## config.mk

```make
export PLATFORM = sky130hd
export DESIGN_NAME = cpu_seq_ctrl_flat
export DESIGN_NICKNAME = d
export VERILOG_FILES = /design/src/rtl/cpu_pkg.sv /design/src/rtl/cpu_seq_ctrl_if.sv /design/src/rtl/cpu_decode.sv /design/src/rtl/cpu_seq_ctrl.sv /design/src/flat_wrapper.sv
export SDC_FILE = /design/constraint.sdc
export NUM_CORES = 1
export LEC_CHECK = 0
export ABC_CLOCK_PERIOD_IN_PS = 3680
export CORE_MARGIN = 8
export CORE_UTILIZATION = 47
export CTS_BUF_LIST = sky130_fd_sc_hd__clkbuf_16
export DETAILED_ROUTE_END_ITERATION = 12
export GPL_TIMING_DRIVEN = 1
export HOLD_SLACK_MARGIN = 0.15
export PLACE_DENSITY_LB_ADDON = 0.2
export SETUP_SLACK_MARGIN = 0.1
export SLEW_MARGIN = 40
export SYNTH_ARGS = -nofsm -noshare
export SYNTH_HDL_FRONTEND = slang
export SYNTH_SLANG_ARGS = --single-unit
```

## constraint.sdc

```tcl
create_clock -name clk -period 3.68 [get_ports clk]
set_input_delay 0.736 -clock clk [delete_from_list [all_inputs] [get_ports clk]]
set_output_delay 0.736 -clock clk [all_outputs]
set_load 0.02 [all_outputs]
```

## src/rtl/cpu_pkg.sv

```systemverilog
// Shared definitions for the multi-cycle sequencer: opcodes, write-back
// encodings, FSM states and instruction field helpers.
package cpu_pkg;

    localparam int INSTR_W = 9;
    localparam int CNT_W   = 16;

    localparam int OPC_HI = 8;
    localparam int OPC_LO = 6;
    localparam int RX_HI  = 5;
    localparam int RX_LO  = 3;
    localparam int RY_HI  = 2;
    localparam int RY_LO  = 0;

    localparam logic [2:0] OP_LOAD = 3'b000;
    localparam logic [2:0] OP_MOVE = 3'b001;
    localparam logic [2:0] OP_ADD  = 3'b010;
    localparam logic [2:0] OP_XOR  = 3'b011;
    localparam logic [2:0] OP_TERM = 3'b100;

    localparam logic [1:0] WB_IMM  = 2'b00;
    localparam logic [1:0] WB_REGB = 2'b01;
    localparam logic [1:0] WB_ALU  = 2'b10;

    localparam logic ALU_ADD = 1'b0;
    localparam logic ALU_XOR = 1'b1;

    typedef enum logic [2:0] {
        S_IDLE   = 3'd0,
        S_FETCH  = 3'd1,
        S_EXEC   = 3'd2,
        S_WB     = 3'd3,
        S_STEP   = 3'd4,
        S_SETTLE = 3'd5,
        S_HALT   = 3'd6
    } state_e;

    function automatic logic [2:0] ir_opcode(input logic [INSTR_W-1:0] ir);
        return ir[OPC_HI:OPC_LO];
    endfunction

    function automatic logic [2:0] ir_rx(input logic [INSTR_W-1:0] ir);
        return ir[RX_HI:RX_LO];
    endfunction

    function automatic logic [2:0] ir_ry(input logic [INSTR_W-1:0] ir);
        return ir[RY_HI:RY_LO];
    endfunction

endpackage

```

## src/rtl/cpu_seq_ctrl_if.sv

```systemverilog
// ROM and register-file bus between the sequencer (master) and the datapath (slave).
interface cpu_seq_ctrl_if #(
    parameter int DATA_W  = 16,
    parameter int RADDR_W = 3
);
    import cpu_pkg::*;

    logic [INSTR_W-1:0] instruction;
    logic [DATA_W-1:0]  data_var;
    logic               step;
    logic [RADDR_W-1:0] rd_addr_a;
    logic [RADDR_W-1:0] rd_addr_b;
    logic               alu_op;
    logic [1:0]         wr_sel;
    logic [RADDR_W-1:0] wr_addr;
    logic               wr_en;
    logic [DATA_W-1:0]  imm;

    modport master (
        input  instruction, data_var,
        output step, rd_addr_a, rd_addr_b, alu_op, wr_sel, wr_addr, wr_en, imm
    );

    modport slave (
        output instruction, data_var,
        input  step, rd_addr_a, rd_addr_b, alu_op, wr_sel, wr_addr, wr_en, imm
    );

endinterface

```

## src/rtl/cpu_decode.sv

```systemverilog
// Combinational instruction classifier: splits the latched ROM word into
// class flags, ALU operation and register fields.
module cpu_decode
    import cpu_pkg::*;
(
    input  logic [INSTR_W-1:0] i_ir,
    output logic               o_is_load,
    output logic               o_is_move,
    output logic               o_is_alu,
    output logic               o_is_term,
    output logic               o_illegal,
    output logic               o_alu_op,
    output logic [2:0]         o_rx,
    output logic [2:0]         o_ry
);

    logic [2:0] w_op;

    assign w_op = ir_opcode(i_ir);
    assign o_rx = ir_rx(i_ir);
    assign o_ry = ir_ry(i_ir);

    // Opcode classification; any unlisted opcode is illegal
    always_comb begin
        o_is_load = 1'b0;
        o_is_move = 1'b0;
        o_is_alu  = 1'b0;
        o_is_term = 1'b0;
        o_illegal = 1'b0;
        o_alu_op  = ALU_ADD;
        case (w_op)
            OP_LOAD: o_is_load = 1'b1;
            OP_MOVE: o_is_move = 1'b1;
            OP_ADD: begin
                o_is_alu = 1'b1;
                o_alu_op = ALU_ADD;
            end
            OP_XOR: begin
                o_is_alu = 1'b1;
                o_alu_op = ALU_XOR;
            end
            OP_TERM: o_is_term = 1'b1;
            default: o_illegal = 1'b1;
        endcase
    end

endmodule

```

## src/rtl/cpu_seq_ctrl.sv

```systemverilog
// Multi-cycle sequencer for the 16-bit register/ALU datapath: fetches a ROM
// word, strobes one register write, pulses step, and halts on TERM/illegal/watchdog.
module cpu_seq_ctrl
    import cpu_pkg::*;
#(
    parameter int DATA_W    = 16,
    parameter int RADDR_W   = 3,
    parameter int MAX_INSTR = 256
) (
    input  logic              clk,
    input  logic              reset,
    input  logic              start,
    input  logic              pause,
    cpu_seq_ctrl_if.master    bus,
    output logic              busy,
    output logic              done,
    output logic              err,
    output logic [CNT_W-1:0]  instr_count
);

    localparam logic [CNT_W-1:0] MAX_CNT = CNT_W'(MAX_INSTR);

    state_e             r_state;
    logic [INSTR_W-1:0] r_ir;
    logic [DATA_W-1:0]  r_imm;
    logic               r_step;
    logic               r_wr_en;
    logic [RADDR_W-1:0] r_rd_a;
    logic [RADDR_W-1:0] r_rd_b;
    logic [RADDR_W-1:0] r_wr_addr;
    logic               r_alu_op;
    logic [1:0]         r_wr_sel;
    logic               r_busy;
    logic               r_done;
    logic               r_err;
    logic [CNT_W-1:0]   r_cnt;

    logic               w_is_load;
    logic               w_is_move;
    logic               w_is_alu;
    logic               w_is_term;
    logic               w_illegal;
    logic               w_alu_op;
    logic [2:0]         w_rx;
    logic [2:0]         w_ry;
    logic [CNT_W-1:0]   w_cnt_next;

    cpu_decode u_decode (
        .i_ir      (r_ir),
        .o_is_load (w_is_load),
        .o_is_move (w_is_move),
        .o_is_alu  (w_is_alu),
        .o_is_term (w_is_term),
        .o_illegal (w_illegal),
        .o_alu_op  (w_alu_op),
        .o_rx      (w_rx),
        .o_ry      (w_ry)
    );

    // Retired-instruction count, saturating at the counter's full scale
    always_comb begin
        if (r_cnt == {CNT_W{1'b1}}) begin
            w_cnt_next = r_cnt;
        end else begin
            w_cnt_next = r_cnt + {{(CNT_W-1){1'b0}}, 1'b1};
        end
    end

    // Sequencer: state and every output register; step/wr_en are single-cycle strobes
    always_ff @(posedge clk) begin
        if (reset) begin
            r_state   <= S_IDLE;
            r_ir      <= '0;
            r_imm     <= '0;
            r_step    <= 1'b0;
            r_wr_en   <= 1'b0;
            r_rd_a    <= '0;
            r_rd_b    <= '0;
            r_wr_addr <= '0;
            r_alu_op  <= ALU_ADD;
            r_wr_sel  <= WB_IMM;
            r_busy    <= 1'b0;
            r_done    <= 1'b0;
            r_err     <= 1'b0;
            r_cnt     <= '0;
        end else begin
            r_step  <= 1'b0;
            r_wr_en <= 1'b0;
            case (r_state)
                S_IDLE, S_HALT: begin
                    if (start) begin
                        r_state <= S_FETCH;
                        r_err   <= 1'b0;
                        r_cnt   <= '0;
                        r_busy  <= 1'b1;
                        r_done  <= 1'b0;
                    end
                end
                S_FETCH: begin
                    r_ir    <= bus.instruction;
                    r_imm   <= bus.data_var;
                    r_state <= S_EXEC;
                end
                S_EXEC: begin
                    r_rd_a    <= RADDR_W'(w_rx);
                    r_rd_b    <= RADDR_W'(w_ry);
                    r_wr_addr <= RADDR_W'(w_rx);
                    r_alu_op  <= w_alu_op;
                    if (w_is_load) begin
                        r_wr_sel <= WB_IMM;
                        r_wr_en  <= 1'b1;
                        r_state  <= S_STEP;
                    end else if (w_is_move) begin
                        r_wr_sel <= WB_REGB;
                        r_wr_en  <= 1'b1;
                        r_state  <= S_STEP;
                    end else if (w_is_alu) begin
                        r_state <= S_WB;
                    end else if (w_is_term) begin
                        r_state <= S_HALT;
                        r_busy  <= 1'b0;
                        r_done  <= 1'b1;
                    end else begin
                        r_state <= S_HALT;
                        r_busy  <= 1'b0;
                        r_done  <= 1'b1;
                        r_err   <= 1'b1;
                    end
                end
                S_WB: begin
                    r_wr_sel <= WB_ALU;
                    r_wr_en  <= 1'b1;
                    r_state  <= S_STEP;
                end
                S_STEP: begin
                    r_step <= 1'b1;
                    r_cnt  <= w_cnt_next;
                    if (w_cnt_next == MAX_CNT) begin
                        r_state <= S_HALT;
                        r_busy  <= 1'b0;
                        r_done  <= 1'b1;
                        r_err   <= 1'b1;
                    end else begin
                        r_state <= S_SETTLE;
                    end
                end
                S_SETTLE: begin
                    if (!pause) begin
                        r_state <= S_FETCH;
                    end
                end
                default: begin
                    r_state <= S_IDLE;
                    r_busy  <= 1'b0;
                    r_done  <= 1'b0;
                end
            endcase
        end
    end

    assign bus.step      = r_step;
    assign bus.rd_addr_a = r_rd_a;
    assign bus.rd_addr_b = r_rd_b;
    assign bus.alu_op    = r_alu_op;
    assign bus.wr_sel    = r_wr_sel;
    assign bus.wr_addr   = r_wr_addr;
    assign bus.wr_en     = r_wr_en;
    assign bus.imm       = r_imm;
    assign busy          = r_busy;
    assign done          = r_done;
    assign err           = r_err;
    assign instr_count   = r_cnt;

endmodule

```

## src/flat_wrapper.sv

```systemverilog
// flat-port wrapper written by rule: the top's interface ports become plain ports
module cpu_seq_ctrl_flat import cpu_pkg::*;
#(
    parameter int DATA_W    = 16,
    parameter int RADDR_W   = 3,
    parameter int MAX_INSTR = 256
)
  (clk, reset, start, pause, busy, done, err, instr_count, bus_instruction, bus_data_var, bus_step, bus_rd_addr_a, bus_rd_addr_b, bus_alu_op, bus_wr_sel, bus_wr_addr, bus_wr_en, bus_imm);
  cpu_seq_ctrl_if #(.DATA_W(DATA_W), .RADDR_W(RADDR_W)) bus_i ();
  input  logic clk;
  input  logic reset;
  input  logic start;
  input  logic pause;
  output logic busy;
  output logic done;
  output logic err;
  output logic [CNT_W-1:0] instr_count;
  input wire logic [$bits(bus_i.instruction)-1:0] bus_instruction;
  input wire logic [$bits(bus_i.data_var)-1:0] bus_data_var;
  output wire logic [$bits(bus_i.step)-1:0] bus_step;
  output wire logic [$bits(bus_i.rd_addr_a)-1:0] bus_rd_addr_a;
  output wire logic [$bits(bus_i.rd_addr_b)-1:0] bus_rd_addr_b;
  output wire logic [$bits(bus_i.alu_op)-1:0] bus_alu_op;
  output wire logic [$bits(bus_i.wr_sel)-1:0] bus_wr_sel;
  output wire logic [$bits(bus_i.wr_addr)-1:0] bus_wr_addr;
  output wire logic [$bits(bus_i.wr_en)-1:0] bus_wr_en;
  output wire logic [$bits(bus_i.imm)-1:0] bus_imm;
  assign bus_i.instruction = bus_instruction;
  assign bus_i.data_var = bus_data_var;
  assign bus_step = bus_i.step;
  assign bus_rd_addr_a = bus_i.rd_addr_a;
  assign bus_rd_addr_b = bus_i.rd_addr_b;
  assign bus_alu_op = bus_i.alu_op;
  assign bus_wr_sel = bus_i.wr_sel;
  assign bus_wr_addr = bus_i.wr_addr;
  assign bus_wr_en = bus_i.wr_en;
  assign bus_imm = bus_i.imm;
  cpu_seq_ctrl #(.DATA_W(DATA_W), .RADDR_W(RADDR_W), .MAX_INSTR(MAX_INSTR)) u_core (.clk(clk), .reset(reset), .start(start), .pause(pause), .bus(bus_i), .busy(busy), .done(done), .err(err), .instr_count(instr_count));
endmodule
```

### After elaboration in Yosys (flattened, before gate mapping)

Index checks and enable logic that the tools add are counted.

* register bits: 58
* input port bits: 29

* bitwise gates (word level): 1
* add/subtract/negate cells: 1
* equal/unequal tests: 20
* reductions and logical operators: 13
* multiplexer cells: 39

Operators by type and width (count)
* two-way mux 16 bit: 2
* one-hot mux 16 bit (2 select lines): 1
* two-way mux 1 bit: 22
* one-hot mux 3 bit (6 select lines): 1
* adder 16 x 1 -> 16 bit, second input constant: 1
* == test 16 bit, second input constant: 1
* == test 16 x 9 -> 1 bit, second input constant: 1
* two-way mux 3 bit: 5
* == test 3 x 2 -> 1 bit, second input constant: 4
* == test 3 bit, second input constant: 4
* inequality test 2 bit, second input constant: 6
* one-hot mux 1 bit (4 select lines): 2
* AND reduction 7 bit: 1
* == test 3 x 1 -> 1 bit, second input constant: 2
* zero test 3 bit: 2
* two-way mux 2 bit: 3
* AND reduction 2 bit: 3
* AND reduction 6 bit: 1
* one-hot mux 2 bit (2 select lines): 1
* nonzero test 2 bit: 2
* OR reduction 2 bit: 2
* inequality test 3 bit, second input constant: 1
* one-hot mux 1 bit (3 select lines): 1
* nonzero test 3 bit: 1
* 4 further kinds: 4

### Logic depth before layout (Yosys ltp)

Gate-level depths: netlist of the first run.

* depth after elaboration: 7
* mapped depth: 9
* mapped depth without buffers: 8

### Cells and area by module

From an unflattened synthesis of the first run, not the netlist that was laid out.

* cells, all modules: 383
* area total of the unflattened synthesis: 2966.6 µm²

Modules (own cells, without submodules)
* cpu_seq_ctrl: area an instance 2875.3 µm², seq. area each 1161.1 µm², instances 1, cells an instance 371
* cpu_decode: area an instance 91.3 µm², seq. area each 0.0 µm², instances 1, cells an instance 12

### Worst setup path after synthesis of the first run

No wires, ideal clock.

* path type: flip-flop to flip-flop
* start point: register u_core.r_cnt[0] (netlist: u_core.instr_count[0])
* end point: register u_core.r_busy (netlist: u_core.busy)
* arrival: 2.768 ns
* setup slack: 0.792 ns
* required time: 3.560 ns
* path buffers: 1
* stages on the path, launching flop included: 10
* library setup time: 0.120 ns
* cell sequence: dfxtp_1 ha_1 nand3_1 or4_1 buf_6 nand3_4 xnor2_1 or4_1 o21a_1 o31a_1

* cells in the longest elaborated chain, start to end: 5
* elaborated cells on any way between the ends: 6
* classes of those cells: 1 x add/sub; 3 x eq/ne; 1 x mux; 1 x reduce/logical

Ends and longest elaborated chain
* start, declared: line cpu_seq_ctrl.sv:36 `logic [CNT_W-1:0] r_cnt;`
* start signal, assigned: line cpu_seq_ctrl.sv:137 `r_cnt <= w_cnt_next;`
* adder 16 x 1 -> 16 bit / == test 16 bit (equally long branches): line cpu_seq_ctrl.sv:65, cpu_seq_ctrl.sv:62
* two-way mux 16 bit (*): line cpu_seq_ctrl.sv:62 `if (r_cnt == {CNT_W{1'b1}}) begin`
* == test 16 x 9 -> 1 bit (*): line cpu_seq_ctrl.sv:138 `if (w_cnt_next == MAX_CNT) begin`
* inequality test 2 x 1 -> 1 bit (no source line) (*)
* AND reduction 6 bit (no source line) (*)
* end signal, assigned: line cpu_seq_ctrl.sv:82 `r_busy <= 1'b0;`
* end signal, assigned: line cpu_seq_ctrl.sv:140 `r_busy <= 1'b0;`
* end signal, assigned: line cpu_seq_ctrl.sv:154 `r_busy <= 1'b0;`
* end, declared: line cpu_seq_ctrl.sv:33 `logic r_busy;`

Every way passes the cells marked *; elsewhere a longest branch is shown, timed or not.
A chain may end at the register's enable or synchronous reset.

### Worst setup path after layout of the first run

Same ends and word-level chain as after synthesis.

==> flow_metrics.py, run 1 <==
metrics = {
    "outcome": {
        "outcome": "complete, no violations",
    },
    "yosys": {
        "adder_cell_fraction_of_synth_area_pct": 0.458,
        "synthFlopType": "sky130_fd_sc_hd__dfxtp_1",
        "net_count_synth": 388,
        "synth_area_leader_cell": "sky130_fd_sc_hd__dfxtp_1",
        "ys_async_sr_fraction_pct": 0,
        "avgSynthCellArea_sq_um": 7.63,
        "synth-edff-count": 0,
        "cell_with_the_most_instances_after_synthesis": "sky130_fd_sc_hd__nand2_1",
        "synth_top_family_by_area": "simple AND/OR/NAND/NOR gates",
        "post_synth_inst_count": 358,
        "postSynthRegisterBits": 58,
        "post_synth_and_or_nand_nor_area_fraction_pct": 29.0,
        "synth-compound-area-share_pct": 20.8,
        "synth_xor_area_share_pct": 0.641,
        "synth.lib_cells_used.distinct": 47,
        "synth.mux.area_fraction_pct": 1.47,
        "synthTopCellsByArea": "sky130_fd_sc_hd__dfxtp_1, sky130_fd_sc_hd__nand2_1, sky130_fd_sc_hd__a21oi_1, sky130_fd_sc_hd__nor2_1, sky130_fd_sc_hd__o21ai_0",
        "synth_sequential_area_ratio_pct": 42.5,
        "mappedNetlistArea_sq_um": 2730,
        "top_cells_by_count_synth": "sky130_fd_sc_hd__nand2_1, sky130_fd_sc_hd__dfxtp_1, sky130_fd_sc_hd__a21oi_1, sky130_fd_sc_hd__nor2_1, sky130_fd_sc_hd__clkbuf_1",
        "total_of_warnings_raised_by_yosys": 0,
        "yosys.area.top_type_share_pct": 42.5,
    },
    "floorplanning": {
        "row_count": 27,
        "design.core.area_sq_um": 5570,
        "die_x_microns": 92.2,
        "floorplan.initialDensity_pct": 49.0,
        "fp.dieH_microns": 92.2,
        "floorplan.io_pins": 78,
        "floorplan.die_area_sq_um": 8510,
    },
    "cts": {
        "tritoncts": "yes",
        "clk_latency_ns": 0.32,
        "clkTransAtPathRegs_ns": 0.05,
        "clock-root-buffer": "sky130_fd_sc_hd__clkbuf_16",
        "post_cts_setup_buffers": 0,
        "cts-htree-levels": 3,
        "tritoncts.num_buffers": 9,
        "cts_hold_buf": 0,
        "cts-resized-gates": 0,
        "cts_sinks": 58,
        "clock_path_buffers": 2,
    },
    "global_routing": {
        "maximum_number_of_pins_on_one_net_before_global_route_repair": 59,
        "grt_pass1_wl_mm": 12.7,
        "grtUsageMet3_pct": 6.19,
        "grt_busiest_layer": "met2",
        "grt_pass1_vias": 2715,
        "met1_usage_pct": 20.7,
        "groute.layer.met2.usage_pct": 29.9,
        "grt_antenna_before_repair": 0,
        "grtUsageTotal_pct": 18.1,
        "overflow": 0,
    },
    "worst_setup_path": {
        "cpMaxStageDelayCell": "sky130_fd_sc_hd__or4_1",
        "critical_path_required_ns": 3.89,
        "crit_chain": "ha_1 > nand3_1 > buf_4 > or4_1 > nand3_4 > xnor2_1 > or4_1 > o21a_1 > o31a_1",
        "cp-end-kind": "flop",
        "setup.worst_path.start_class": "flop",
        "critPathMaxFanout": 9,
        "critical_path.max_stage_delay_ns": 0.58,
        "timing.setup.critical_path_class": "flop to flop",
        "crit_path_frequent_cell": "sky130_fd_sc_hd__or4_1",
        "data_arrival_at_the_endpoint_of_the_critical_path_ns": 3.09,
        "critical_path.n_buffers_inverters": 1,
        "critPathTopFamily": "simple AND/OR/NAND/NOR gates",
    },
    "sta": {
        "maxSlewHeadroom_pct": 46.6,
        "finalHoldViolations": 0,
        "setup-violations-final": 0,
        "timing.final.max_slew_violations": 0,
        "setup_ws_ns": 0.796,
        "finalSetupTns_ns": 0,
        "slew_of_the_pin_with_the_lowest_slew_margin_ns": 0.794,
        "final_min_period_over_clock_period_pct": 78.4,
        "fmax_mhz": 347,
        "rsz_0062_raised_after_global_routing": "no",
        "timing.clock.skew_ns": 0.00509,
        "final.min_clock_period_ns": 2.88,
    },
    "detailed_routing": {
        "final_wirelength_mm": 7.66,
        "drt-initial-drc-count": 101,
        "drt-wirelength-per-cell_microns": 15.4,
        "number_of_vias_after_detailed_routing": 2774,
        "drt_drc_violations_left": 0,
        "drtAntennaViolNets": 0,
        "per_cell_via_count_in_the_routed_design": 5.58,
        "drt_pass1_iterations": 4,
    },
    "placement": {
        "detailedPlace.worstSlack_ns": 0.825,
        "place.detailed.hpwl_mm": 5.35,
        "gp_weighted_congestion": 0.893,
        "place_inst": 482,
        "numPortBuffers": 77,
    },
    "finish": {
        "final_layout_size_suffix_gt1_share_pct": 5.65,
        "layout.core_utilization_pct": 67.1,
        "nets": 451,
        "syn2layout_area_growth_pct": 36.9,
        "antenna_cells": 0,
        "final-instance-count-excl-fill": 497,
    },
    "power": {
        "static-leakage-power_nw": 1.26,
        "p_per_area_nw_per_um2": 430,
        "peakVddDrop_v": 0.000298,
    },
    "worst_hold_path": {
        "worst_hold_path_type": "flop to flop",
    },
    "job": {
        "timing.max_cap.violations": 0,
    },
}
## per-layer routing
layer	share of wire, %	vias to the layer above
li1	-	1400
met1	42	1274
met2	49	90
met3	7.8	10
met4	1.4	0
met5	0	-
## report_power, final
group          internal (mW)  leakage, nW  switching [mW]  total, mW
Combinational         0.0979        0.665           0.125      0.223
Clock                  0.437        0.123           0.258      0.696
Sequential             0.660        0.470          0.0289      0.689
## final timing paths
kind	slack (ns)	from	to	cells after the start
setup reg to reg	0.80	u_core.instr_count[0]	u_core.busy	9
setup / recovery	0.80	u_core.instr_count[0]	u_core.busy	9
hold / removal	0.45	u_core.done	u_core.done	2
hold reg to reg	0.45	u_core.done	u_core.done	2
## cell usage in the layout, fill, tap and decap left out, drive strengths merged, types with 2 or more instances in the layout
cell	instances
nand2b	6
nor4	3
nand2	79
nand3	10
a21oi	50
nor2b	3
a311oi	6
buf	5
or4	4
o21ai	18
o211ai	3
and3	5
nor2	23
a22oi	4
nand3b	2
mux2i	4
xnor2	2
o31a	2
clkinv	4
clkbuf	9
nor3	13
a31oi	3
clkdlybuf4s50	76
inv	3
nand4	9
o21a	2
and4	3
a211oi	3
dfxtp	58
## cell type report
type	instances	area, sq um
repair buffers	81	798
well taps	72	90.1
inverters	2	7.51
flip-flops and latches	58	1160
clock inverters	6	26.3
multi-input cells	269	1430
fillers	488	1830
clock buffers	9	225
## worst register-to-register path: stages (launching register included)
cell                      delay [ns]
sky130_fd_sc_hd__dfxtp_1        0.45
sky130_fd_sc_hd__ha_1           0.31
sky130_fd_sc_hd__nand3_1        0.10
sky130_fd_sc_hd__buf_4          0.19
sky130_fd_sc_hd__or4_1          0.59
sky130_fd_sc_hd__nand3_4        0.13
sky130_fd_sc_hd__xnor2_1        0.08
sky130_fd_sc_hd__or4_1          0.48
sky130_fd_sc_hd__o21a_1         0.22
sky130_fd_sc_hd__o31a_1         0.23
## through the flow
stage	instance area [sq um]	hold slack (ns)	power, mW
6_report	3740	0.447	1.61
5_1_grt	3740	0.462	1.67
4_1_cts	3740	0.449	1.62
3_5_place_dp	3490	0.442	0.925
3_3_place_gp	3480	0.437	0.921
2_1_floorplan	2730	0.432	0.825
## flip-flops by register name, indices dropped and copies added, names as in the netlist, 2 cells and up
register	flops
u_core.r_state	3
u_core.r_ir	9
u_core.bus.wr_sel	2
u_core.bus.rd_addr_a	3
u_core.bus.rd_addr_b	3
u_core.instr_count	16
u_core.bus.imm	16
## logic make-up (layout without fill, tap and decap cells)
kind of cell             count (synthesis)  after routing
XOR/XNOR                                 2              2
adder cells (fa/ha/maj)                  1              1
multiplexers                             4              4
buffers and inverters                   31             98
AND/OR/NAND/NOR                        165            165
AO/OA/AOI/OAI                           97             97
flip-flops                              58             58
Note: power is estimated with default switching activity, not from simulation.
==> run 2: changes to the inputs <==
ABC_CLOCK_PERIOD_IN_PS = 2900   (was 3680)
clock period = 2.9 ns   (was 3.68 ns; I/O delays follow)
==> flow_metrics.py, run 2 (same netlist as run 1, synthesis figures left out) <==
metrics = {
    "sta": {
        "setup-violations-final": 0,
        "fmax_mhz": 384,
        "rsz_0062_raised_after_global_routing": "no",
        "final_min_period_over_clock_period_pct": 89.8,
        "final.min_clock_period_ns": 2.60,
        "timing.clock.skew_ns": 0.00350,
        "finalSetupTns_ns": 0,
        "timing.final.max_slew_violations": 0,
        "slew_of_the_pin_with_the_lowest_slew_margin_ns": 0.690,
        "finalHoldViolations": 0,
        "maxSlewHeadroom_pct": 54.0,
    },
    "floorplanning": {
        "row_count": 27,
        "floorplan.die_area_sq_um": 8510,
        "design.core.area_sq_um": 5570,
        "floorplan.initialDensity_pct": 49.0,
        "die_x_microns": 92.2,
        "fp.dieH_microns": 92.2,
        "floorplan.io_pins": 78,
    },
    "worst_setup_path": {
        "critical_path_required_ns": 3.11,
        "crit_path_frequent_cell": "sky130_fd_sc_hd__or4_1",
        "critical_path.n_buffers_inverters": 0,
        "critPathMaxFanout": 9,
        "crit_chain": "ha_2 > nand3_1 > or4_1 > nand3_4 > xnor2_1 > or4_1 > o21a_1 > o31a_1",
        "cpMaxStageDelayCell": "sky130_fd_sc_hd__or4_1",
        "cp-end-kind": "flop",
        "critical_path.max_stage_delay_ns": 0.60,
        "worst_r2r_path_depth": 8,
        "critPathTopFamily": "simple AND/OR/NAND/NOR gates",
        "timing.setup.critical_path_class": "flop to flop",
        "setup.worst_path.start_class": "flop",
        "crit_cells": 8,
        "data_arrival_at_the_endpoint_of_the_critical_path_ns": 2.81,
    },
    "placement": {
        "numPortBuffers": 77,
        "place.detailed.hpwl_mm": 5.39,
        "gp_weighted_congestion": 0.893,
    },
    "detailed_routing": {
        "per_cell_via_count_in_the_routed_design": 5.58,
        "drt-initial-drc-count": 127,
        "met3_wirelength_microns": 601,
        "top_layer_used": "met4",
        "wl_met2_mm": 3.77,
        "drtAntennaViolNets": 0,
        "m1_wl_mm": 3.18,
        "number_of_vias_after_detailed_routing": 2810,
        "drt-wirelength-per-cell_microns": 15.2,
        "drt_drc_violations_left": 0,
        "drt_pass1_iterations": 4,
        "final_wirelength_mm": 7.67,
    },
    "worst_hold_path": {
        "hold_path_depth": 2,
        "worst_hold_path_type": "flop to flop",
    },
    "global_routing": {
        "overflow": 0,
        "grtUsageTotal_pct": 17.8,
        "maximum_number_of_pins_on_one_net_before_global_route_repair": 38,
        "grt_antenna_before_repair": 0,
        "grt_pass1_vias": 2703,
        "grt_pass1_wl_mm": 12.6,
    },
    "finish": {
        "nets": 458,
        "layout.cells.most_common": "sky130_fd_sc_hd__nand2_1",
        "syn2layout_area_growth_pct": 39.7,
        "layout_common_cells": "sky130_fd_sc_hd__nand2_1, sky130_fd_sc_hd__clkdlybuf4s50_1, sky130_fd_sc_hd__dfxtp_1",
        "antenna_cells": 0,
        "final_layout_size_suffix_gt1_share_pct": 7.64,
        "filler_cell_count": 476,
    },
    "outcome": {
        "outcome": "complete, no violations",
    },
    "cts": {
        "post_cts_setup_buffers": 0,
        "clock_path_buffers": 2,
        "cts-resized-gates": 0,
        "clkTransAtPathRegs_ns": 0.05,
        "clk_latency_ns": 0.32,
        "cts-htree-levels": 3,
        "tritoncts": "yes",
        "cts_sinks": 58,
        "cts_hold_buf": 0,
        "tritoncts.num_buffers": 9,
        "clock-root-buffer": "sky130_fd_sc_hd__clkbuf_16",
    },
    "job": {
        "timing.max_cap.violations": 0,
    },
    "power": {
        "peakVddDrop_v": 0.000408,
        "p_per_area_nw_per_um2": 562,
        "p_total_mw": 2.14,
        "static-leakage-power_nw": 1.30,
    },
}
run 2: cell count changes in the layout (fill, tap and decap cells not counted), sizes merged:
cell,previous run,this run
buf,5,12
bufinv,0,1
clkinvlp,1,0
run 2: path summary, 6_finish.rpt:
| check | slack [ns] | endpoint | startpoint |
|---|---|---|---|
| max reg2reg | 0.30 | u_core.busy | u_core.instr_count[0] |
| min | 0.45 | u_core.bus.rd_addr_b[2] | u_core.r_ir[2] |
| min reg2reg | 0.45 | u_core.bus.rd_addr_b[2] | u_core.r_ir[2] |
| max | 0.30 | u_core.busy | u_core.instr_count[0] |
run 2: stage by stage:
step           hold WS (ns)  instance area [sq um]  setup slack, ns  util, %  instances
6_report              0.446                   3810            0.295     68.4        504
5_1_grt               0.468                   3810            0.109     68.4        504
4_1_cts               0.445                   3810            0.228     68.4        504
3_5_place_dp          0.444                   3540            0.247     63.5        489
3_3_place_gp          0.437                   3540            0.286     63.5        489
2_1_floorplan         0.432                   2730            0.144        -        358
run 2: final cells by class:
cell class | instances | area, sq um | share of cell area, %
inverter | 2 | 7.51 | 0.197
timing repair buffer | 88 | 848 | 22.2
multi-input combinational | 269 | 1430 | 37.5
clock buffer | 9 | 225 | 5.90
tap | 72 | 90.1 | 2.36
clock inverter | 6 | 50.0 | 1.31
sequential | 58 | 1160 | 30.5
run 2: layer usage:
metal	GRT usage, %	vias up
met2	30.0	83
li1	-	1410
met4	7.65	0
met5	0	-
met1	19.8	1306
met3	6.36	11
run 2: power breakdown:
group / total (mW) / switching [mW] / internal, mW / leakage (nW)
registers: 0.871 / 0.0337 / 0.837 / 0.471
logic: 0.298 / 0.166 / 0.132 / 0.694
clock network: 0.975 / 0.332 / 0.643 / 0.139
run 2: tightest hold or removal path, delay by kind of cell, from the launching register on:
| family | cells | cell delay (ns) |
|---|---|---|
| flip-flops | 1 | 0.30 |
| AO/OA/AOI/OAI | 1 | 0.05 |
| AND/OR/NAND/NOR | 1 | 0.05 |
